$ cat src/rtl/regfile_multiport.sv
// Parametrised multi-read/single-write register file with registered, stallable
// read ports, optional write-to-read bypass, hard-wired zero register and two state taps.

module regfile_read_port #(
    parameter int DATA_WIDTH = 32,
    parameter int ADDR_WIDTH = 5,
    parameter int ZERO_REG   = 1,
    parameter int BYPASS     = 1
) (
    input  logic                  clk,
    input  logic                  rst,
    input  logic                  en,
    input  logic [ADDR_WIDTH-1:0] addr,
    input  logic [DATA_WIDTH-1:0] arr_data,
    input  logic                  wr_en,
    input  logic [ADDR_WIDTH-1:0] wr_addr,
    input  logic [DATA_WIDTH-1:0] wr_data,
    output logic [DATA_WIDTH-1:0] data
);
    logic [DATA_WIDTH-1:0] nxt;

    // Zero-register override is applied last so it beats bypass of a suppressed write.
    always_comb begin
        nxt = arr_data;
        if (BYPASS != 0 && wr_en && wr_addr == addr)
            nxt = wr_data;
        if (ZERO_REG != 0 && addr == '0)
            nxt = '0;
    end

    always_ff @(posedge clk or posedge rst) begin
        if (rst)
            data <= '0;
        else if (en)
            data <= nxt;
    end
endmodule

module regfile_multiport #(
    parameter int DATA_WIDTH = 32,
    parameter int ADDR_WIDTH = 5,
    parameter int NUM_READ   = 2,
    parameter int ZERO_REG   = 1,
    parameter int BYPASS     = 1,
    parameter int TAP_A_IDX  = 2,
    parameter int TAP_B_IDX  = 4
) (
    input  logic                           clk,
    input  logic                           rst,
    input  logic [NUM_READ-1:0]            rd_en,
    input  logic [NUM_READ*ADDR_WIDTH-1:0] rd_addr,
    output logic [NUM_READ*DATA_WIDTH-1:0] rd_data,
    input  logic                           wr_en,
    input  logic [ADDR_WIDTH-1:0]          wr_addr,
    input  logic [DATA_WIDTH-1:0]          wr_data,
    output logic [DATA_WIDTH-1:0]          tap_a,
    output logic [DATA_WIDTH-1:0]          tap_b,
    output logic                           wr_zero_err
);
    localparam int NUM_REGS = 2 ** ADDR_WIDTH;

    logic [NUM_REGS-1:0][DATA_WIDTH-1:0] regs;
    logic                                wr_zero;

    assign wr_zero = (ZERO_REG != 0) && (wr_addr == '0);

    always_ff @(posedge clk or posedge rst) begin
        if (rst) begin
            regs        <= '0;
            wr_zero_err <= 1'b0;
        end else begin
            wr_zero_err <= wr_en && wr_zero;
            if (wr_en && !wr_zero)
                regs[wr_addr] <= wr_data;
        end
    end

    // Taps read straight from state; no bypass.
    assign tap_a = regs[TAP_A_IDX];
    assign tap_b = regs[TAP_B_IDX];

    for (genvar i = 0; i < NUM_READ; i++) begin : g_rd
        logic [ADDR_WIDTH-1:0] addr;
        assign addr = rd_addr[i*ADDR_WIDTH +: ADDR_WIDTH];

        regfile_read_port #(
            .DATA_WIDTH(DATA_WIDTH),
            .ADDR_WIDTH(ADDR_WIDTH),
            .ZERO_REG  (ZERO_REG),
            .BYPASS    (BYPASS)
        ) u_port (
            .clk     (clk),
            .rst     (rst),
            .en      (rd_en[i]),
            .addr    (addr),
            .arr_data(regs[addr]),
            .wr_en   (wr_en),
            .wr_addr (wr_addr),
            .wr_data (wr_data),
            .data    (rd_data[i*DATA_WIDTH +: DATA_WIDTH])
        );
    end
endmodule

$ cat config.mk
export PLATFORM = sky130hd
export DESIGN_NAME = regfile_multiport
export DESIGN_NICKNAME = d
export VERILOG_FILES = /design/src/rtl/regfile_multiport.sv
export SDC_FILE = /design/constraint.sdc
export NUM_CORES = 2
export LEC_CHECK = 0
export BUFFER_PORTS_ARGS = -buffer_cell sky130_fd_sc_hd__buf_2
export CAP_MARGIN = 20
export CELL_PAD_IN_SITES_DETAIL_PLACEMENT = 1
export CELL_PAD_IN_SITES_GLOBAL_PLACEMENT = 1
export CORE_MARGIN = 2
export CORE_UTILIZATION = 35
export CTS_CLUSTER_DIAMETER = 30
export CTS_CLUSTER_SIZE = 10
export DETAILED_ROUTE_END_ITERATION = 7
export PLACE_DENSITY = 0.57
export SETUP_SLACK_MARGIN = 0.1
export SLEW_MARGIN = 30
export SYNTH_ARGS = -nofsm -noshare
export SYNTH_HDL_FRONTEND = slang
export SYNTH_SLANG_ARGS = --single-unit
$ cat constraint.sdc
create_clock -name clk -period 53.5 [get_ports clk]
set_clock_uncertainty 0.1 [all_clocks]
set_input_delay 10.7 -clock clk [delete_from_list [all_inputs] [get_ports clk]]
set_output_delay 10.7 -clock clk [all_outputs]
set_load 0.02 [all_outputs]
==> impl_results.html <==
<table>
<tr><th>Metric</th><th>Value</th></tr>
<tr><th colspan="2">Floorplan</th></tr>
<tr><td>Starting density of the core</td><td>35.2%</td></tr>
<tr><td>Die Outline Area</td><td>169000 um^2</td></tr>
<tr><td>Chip width</td><td>411 um</td></tr>
<tr><td>Die boundary height</td><td>411 um</td></tr>
<tr><td>Placement Rows</td><td>149</td></tr>
<tr><td>Number of top-level pins</td><td>181</td></tr>
<tr><td>Core region area</td><td>165000 um^2</td></tr>
<tr><th colspan="2">Synthesis</th></tr>
<tr><td>Register bit count reported by yosys</td><td>1089</td></tr>
<tr><td>Average instance area after synthesis</td><td>13.9 um^2</td></tr>
<tr><td>Fraction of post-synthesis cell area in the top cell type by area</td><td>47.0%</td></tr>
<tr><td>Share of flip-flops with an asynchronous set or reset</td><td>100%</td></tr>
<tr><td>Synth warn</td><td>0</td></tr>
<tr><td>Unique masters post-synth</td><td>38</td></tr>
<tr><td>Post-Synthesis Cell Area</td><td>58000 um^2</td></tr>
<tr><td>EDFF count, synth</td><td>0</td></tr>
<tr><td>Top cells by area, synth</td><td>dfrtp_1 47%, mux2_2 19%, mux4_2 15%, mux2i_1 4.4%, a221oi_1 1.9%</td></tr>
<tr><td>Nets in the synthesized netlist</td><td>4222</td></tr>
<tr><td>Gate count after technology mapping</td><td>4170</td></tr>
<tr><td>Most area-hungry cell type in the Yosys netlist</td><td>dfrtp_1</td></tr>
<tr><td>Sequential share of the synthesized area</td><td>47.0%</td></tr>
<tr><td>Dominant synthesized flop cell</td><td>dfrtp_1</td></tr>
<tr><th colspan="2">Global routing</th></tr>
<tr><td>First-pass GRT wire length</td><td>311 mm</td></tr>
<tr><td>Antenna violations before repair</td><td>11</td></tr>
<tr><td>Global route total overflow</td><td>0</td></tr>
<tr><td>Global-route total usage across every layer</td><td>25.3%</td></tr>
<tr><td>Pin count of the biggest net entering global routing</td><td>160</td></tr>
<tr><td>Vias in the first global route</td><td>42900</td></tr>
<tr><th colspan="2">Timing</th></tr>
<tr><td>Share of the cycle needed by the critical path after routing</td><td>26.2%</td></tr>
<tr><td>RSZ-0062 raised after global routing</td><td>false</td></tr>
<tr><td>Actual transition at the worst max-transition pin</td><td>1100 ps</td></tr>
<tr><td>Final number of hold-violating endpoints</td><td>0</td></tr>
<tr><td>Slew Viols, Final</td><td>0</td></tr>
<tr><td>Worst hold slack</td><td>291 ps</td></tr>
<tr><td>Finish-stage setup viols</td><td>0</td></tr>
<tr><td>Setup TNS</td><td>0 ps</td></tr>
<tr><td>Post-route minimum period</td><td>14000 ps</td></tr>
<tr><td>Normalized max-slew margin</td><td>26.5%</td></tr>
<tr><td>Top achievable clock speed</td><td>71.4 MHz</td></tr>
<tr><th colspan="2">Setup path</th></tr>
<tr><td>Worst Path Required</td><td>54180 ps</td></tr>
<tr><td>Critical Path End Type</td><td>flop</td></tr>
<tr><td>Worst Setup Start Kind</td><td>input port</td></tr>
<tr><td>Category of the critical setup timing path</td><td>input port to flop</td></tr>
<tr><td>Data arrival, critical path</td><td>14680 ps</td></tr>
<tr><td>Number of cells on the worst reg-to-reg path</td><td>5</td></tr>
<tr><td>Max Fanout on Critical Path</td><td>48</td></tr>
<tr><th colspan="2">Pwr</th></tr>
<tr><td>Register share of total power</td><td>32.7%</td></tr>
<tr><td>Proportion of power drawn by the clock network</td><td>52.3%</td></tr>
<tr><td>Reported leakage power</td><td>30.8 nW</td></tr>
<tr><td>NetSw</td><td>889 uW</td></tr>
<tr><td>Worst IR drop on VDD</td><td>0.0355 mV</td></tr>
<tr><td>Internal power consumption</td><td>2.52 mW</td></tr>
<tr><td>Ratio of total power to cell area</td><td>48.4 nW/um^2</td></tr>
<tr><td>Switch share</td><td>26.1%</td></tr>
<tr><td>Comb power frac</td><td>15.0%</td></tr>
<tr><th colspan="2">Clock network</th></tr>
<tr><td>TritonCTS clock tree</td><td>built</td></tr>
<tr><td>Clock root buffer</td><td>clkbuf_16</td></tr>
<tr><td>Number of buffers created by CTS</td><td>298</td></tr>
<tr><td>Register clock-pin slew on the reported worst setup and hold paths</td><td>40 ps</td></tr>
<tr><td>Total number of clock tree sinks</td><td>1089</td></tr>
<tr><td>Clock latency reported for the late side of the worst-skew pair</td><td>900 ps</td></tr>
<tr><td>H-Tree Depth</td><td>5</td></tr>
<tr><td>Number of buffers inserted for hold repair after clock tree synthesis</td><td>0</td></tr>
<tr><td>Max clock buf depth</td><td>4</td></tr>
<tr><td>Post-CTS resize count</td><td>0</td></tr>
<tr><td>Buffer count from post-CTS setup fixing</td><td>0</td></tr>
<tr><th colspan="2">Route</th></tr>
<tr><td>DR pass1 iterations</td><td>6</td></tr>
<tr><td>Average vias per placed instance</td><td>6.06</td></tr>
<tr><td>Post-route DRC violation count</td><td>0</td></tr>
<tr><td>Number of DRC markers in iteration 0</td><td>3429</td></tr>
<tr><td>Average detailed-routed wire length per instance</td><td>32.3 um</td></tr>
<tr><td>Total wirelength of the detailed-routed design</td><td>214 mm</td></tr>
<tr><td>Count of antenna-violating nets left after detailed routing</td><td>0</td></tr>
<tr><td>Vias</td><td>40100</td></tr>
<tr><th colspan="2">Final layout</th></tr>
<tr><td>Final Net Count</td><td>4277</td></tr>
<tr><td>Share of layout cells above drive strength 1</td><td>49.1%</td></tr>
<tr><td>Most frequent cells in the layout</td><td>1089 x dfrtp_1, 992 x mux2_2, 384 x mux4_2, 304 x clkbuf_16, 256 x mux2i_1</td></tr>
<tr><td>Growth of design area from synthesis to finish</td><td>21.5%</td></tr>
<tr><td>Final Instance Area</td><td>70500 um^2</td></tr>
<tr><td>Commonest non-fill, non-tap cell in the layout</td><td>dfrtp_1</td></tr>
<tr><th colspan="2">Flow run</th></tr>
<tr><td>Number of maximum-capacitance violations</td><td>0</td></tr>
<tr><th colspan="2">Status</th></tr>
<tr><td>Status</td><td>finished clean</td></tr>
<tr><th colspan="2">Worst hold path</th></tr>
<tr><td>Class of the most critical hold timing path</td><td>flop to flop</td></tr>
<tr><td>WHS Path Cells</td><td>0</td></tr>
<tr><th colspan="2">Placed design</th></tr>
<tr><td>Final weighted congestion in routability-driven placement</td><td>0.801</td></tr>
<tr><td>DP HPWL</td><td>122 mm</td></tr>
<tr><td>Placed inst area</td><td>60400 um^2</td></tr>
<tr><td>Count of port buffers added during placement</td><td>180</td></tr>
</table>
## power by group through the flow
stage	clock, mW	combinational (mW)	sequential, mW
floorplan	0	0.394	1.09
global placement	0	0.501	1.11
detailed placement	0	0.511	1.12
CTS	1.81	0.514	1.11
global route	1.86	0.551	1.14
finish	1.79	0.511	1.11
## critical path, stage by stage
cell,delay [ps]
buf_8,430
buf_4,550
buf_4,700
buf_4,720
mux4_2,620
nand2_1,90
nand2_1,70
a222oi_1,340
or3b_1,380
## logic make-up after synthesis
| group | share of synthesized area (%) |
|---|---|
| AO/OA/AOI/OAI | 7.29 |
| XOR/XNOR | 0.151 |
| buffers and inverters | 4.27 |
| flip-flops | 47.0 |
| multiplexers | 38.6 |
| AND/OR/NAND/NOR | 2.75 |
## cell type report
cell class / count / area [um^2]
Antenna cell: 2 / 5.00
Clock buffer: 397 / 8490
Clock inverter: 112 / 1540
Fill cell: 16400 / 94300
Inverter: 9 / 48.8
Multi-Input combinational cell: 2545 / 28500
Sequential cell: 1089 / 27300
Tap cell: 2189 / 2740
Timing Repair Buffer: 282 / 1890
## cell usage after synthesis (all sizes together), types with 5 or more instances
cell type  instances
mux4             384
nor3               5
nor2              17
inv                5
xnor2             10
a221oi           128
o211ai           130
dfrtp           1089
mux2             992
o21ai             66
nand2            210
clkbuf           253
buf              274
a22oi             64
mux2i            256
or3b              65
a222oi            64
a21oi            128
## flip-flops by register name, summed over array words and instances, names as in the netlist
signal / count
g_rd.u_port.data: 64
regs: 960
tap_a: 32
tap_b: 32
wr_zero_err: 1
## routing by layer
metal  part of all wire, %  wire (um)  GRT usage (%)  vias up
met5                 0.024         51              0        -
met1                    44      95200           34.9    22000
met3                   6.4      13700           5.59      438
met4                   3.8       8090           10.0        8
li1                      -          -              -    16300
met2                    45      97100           38.6     1378
## stage by stage
step / power [mW] / utilization (%) / worst slack, ps / cells
finish: 3.41 / 42.8 / 39500 / 6625
detailed placement: 1.63 / 36.6 / 38510 / 6112
floorplan: 1.48 / - / 12040 / 4170
CTS: 3.44 / 42.7 / 39470 / 6621
global route: 3.55 / 42.8 / 39210 / 6623
global placement: 1.61 / 36.6 / 38560 / 6107
## worst paths after layout
path | slack (ps) | start | endpoint
max in group asynchronous | 39930 | rst | tap_b[22]$_DFFE_PP0P_
max reg2reg | 51130 | regs[994]$_DFFE_PP0P_ | g_rd[0].u_port.data[2]$_DFFE_PP0P_
min in group asynchronous | 9780 | rst | tap_b[6]$_DFFE_PP0P_
max | 39500 | rd_addr[0] | g_rd[0].u_port.data[27]$_DFFE_PP0P_
min | 290 | regs[20]$_DFFE_PP0P_ | regs[20]$_DFFE_PP0P_
min reg2reg | 290 | regs[20]$_DFFE_PP0P_ | regs[20]$_DFFE_PP0P_
No activity file was read; power rests on OpenSTA's default activity.
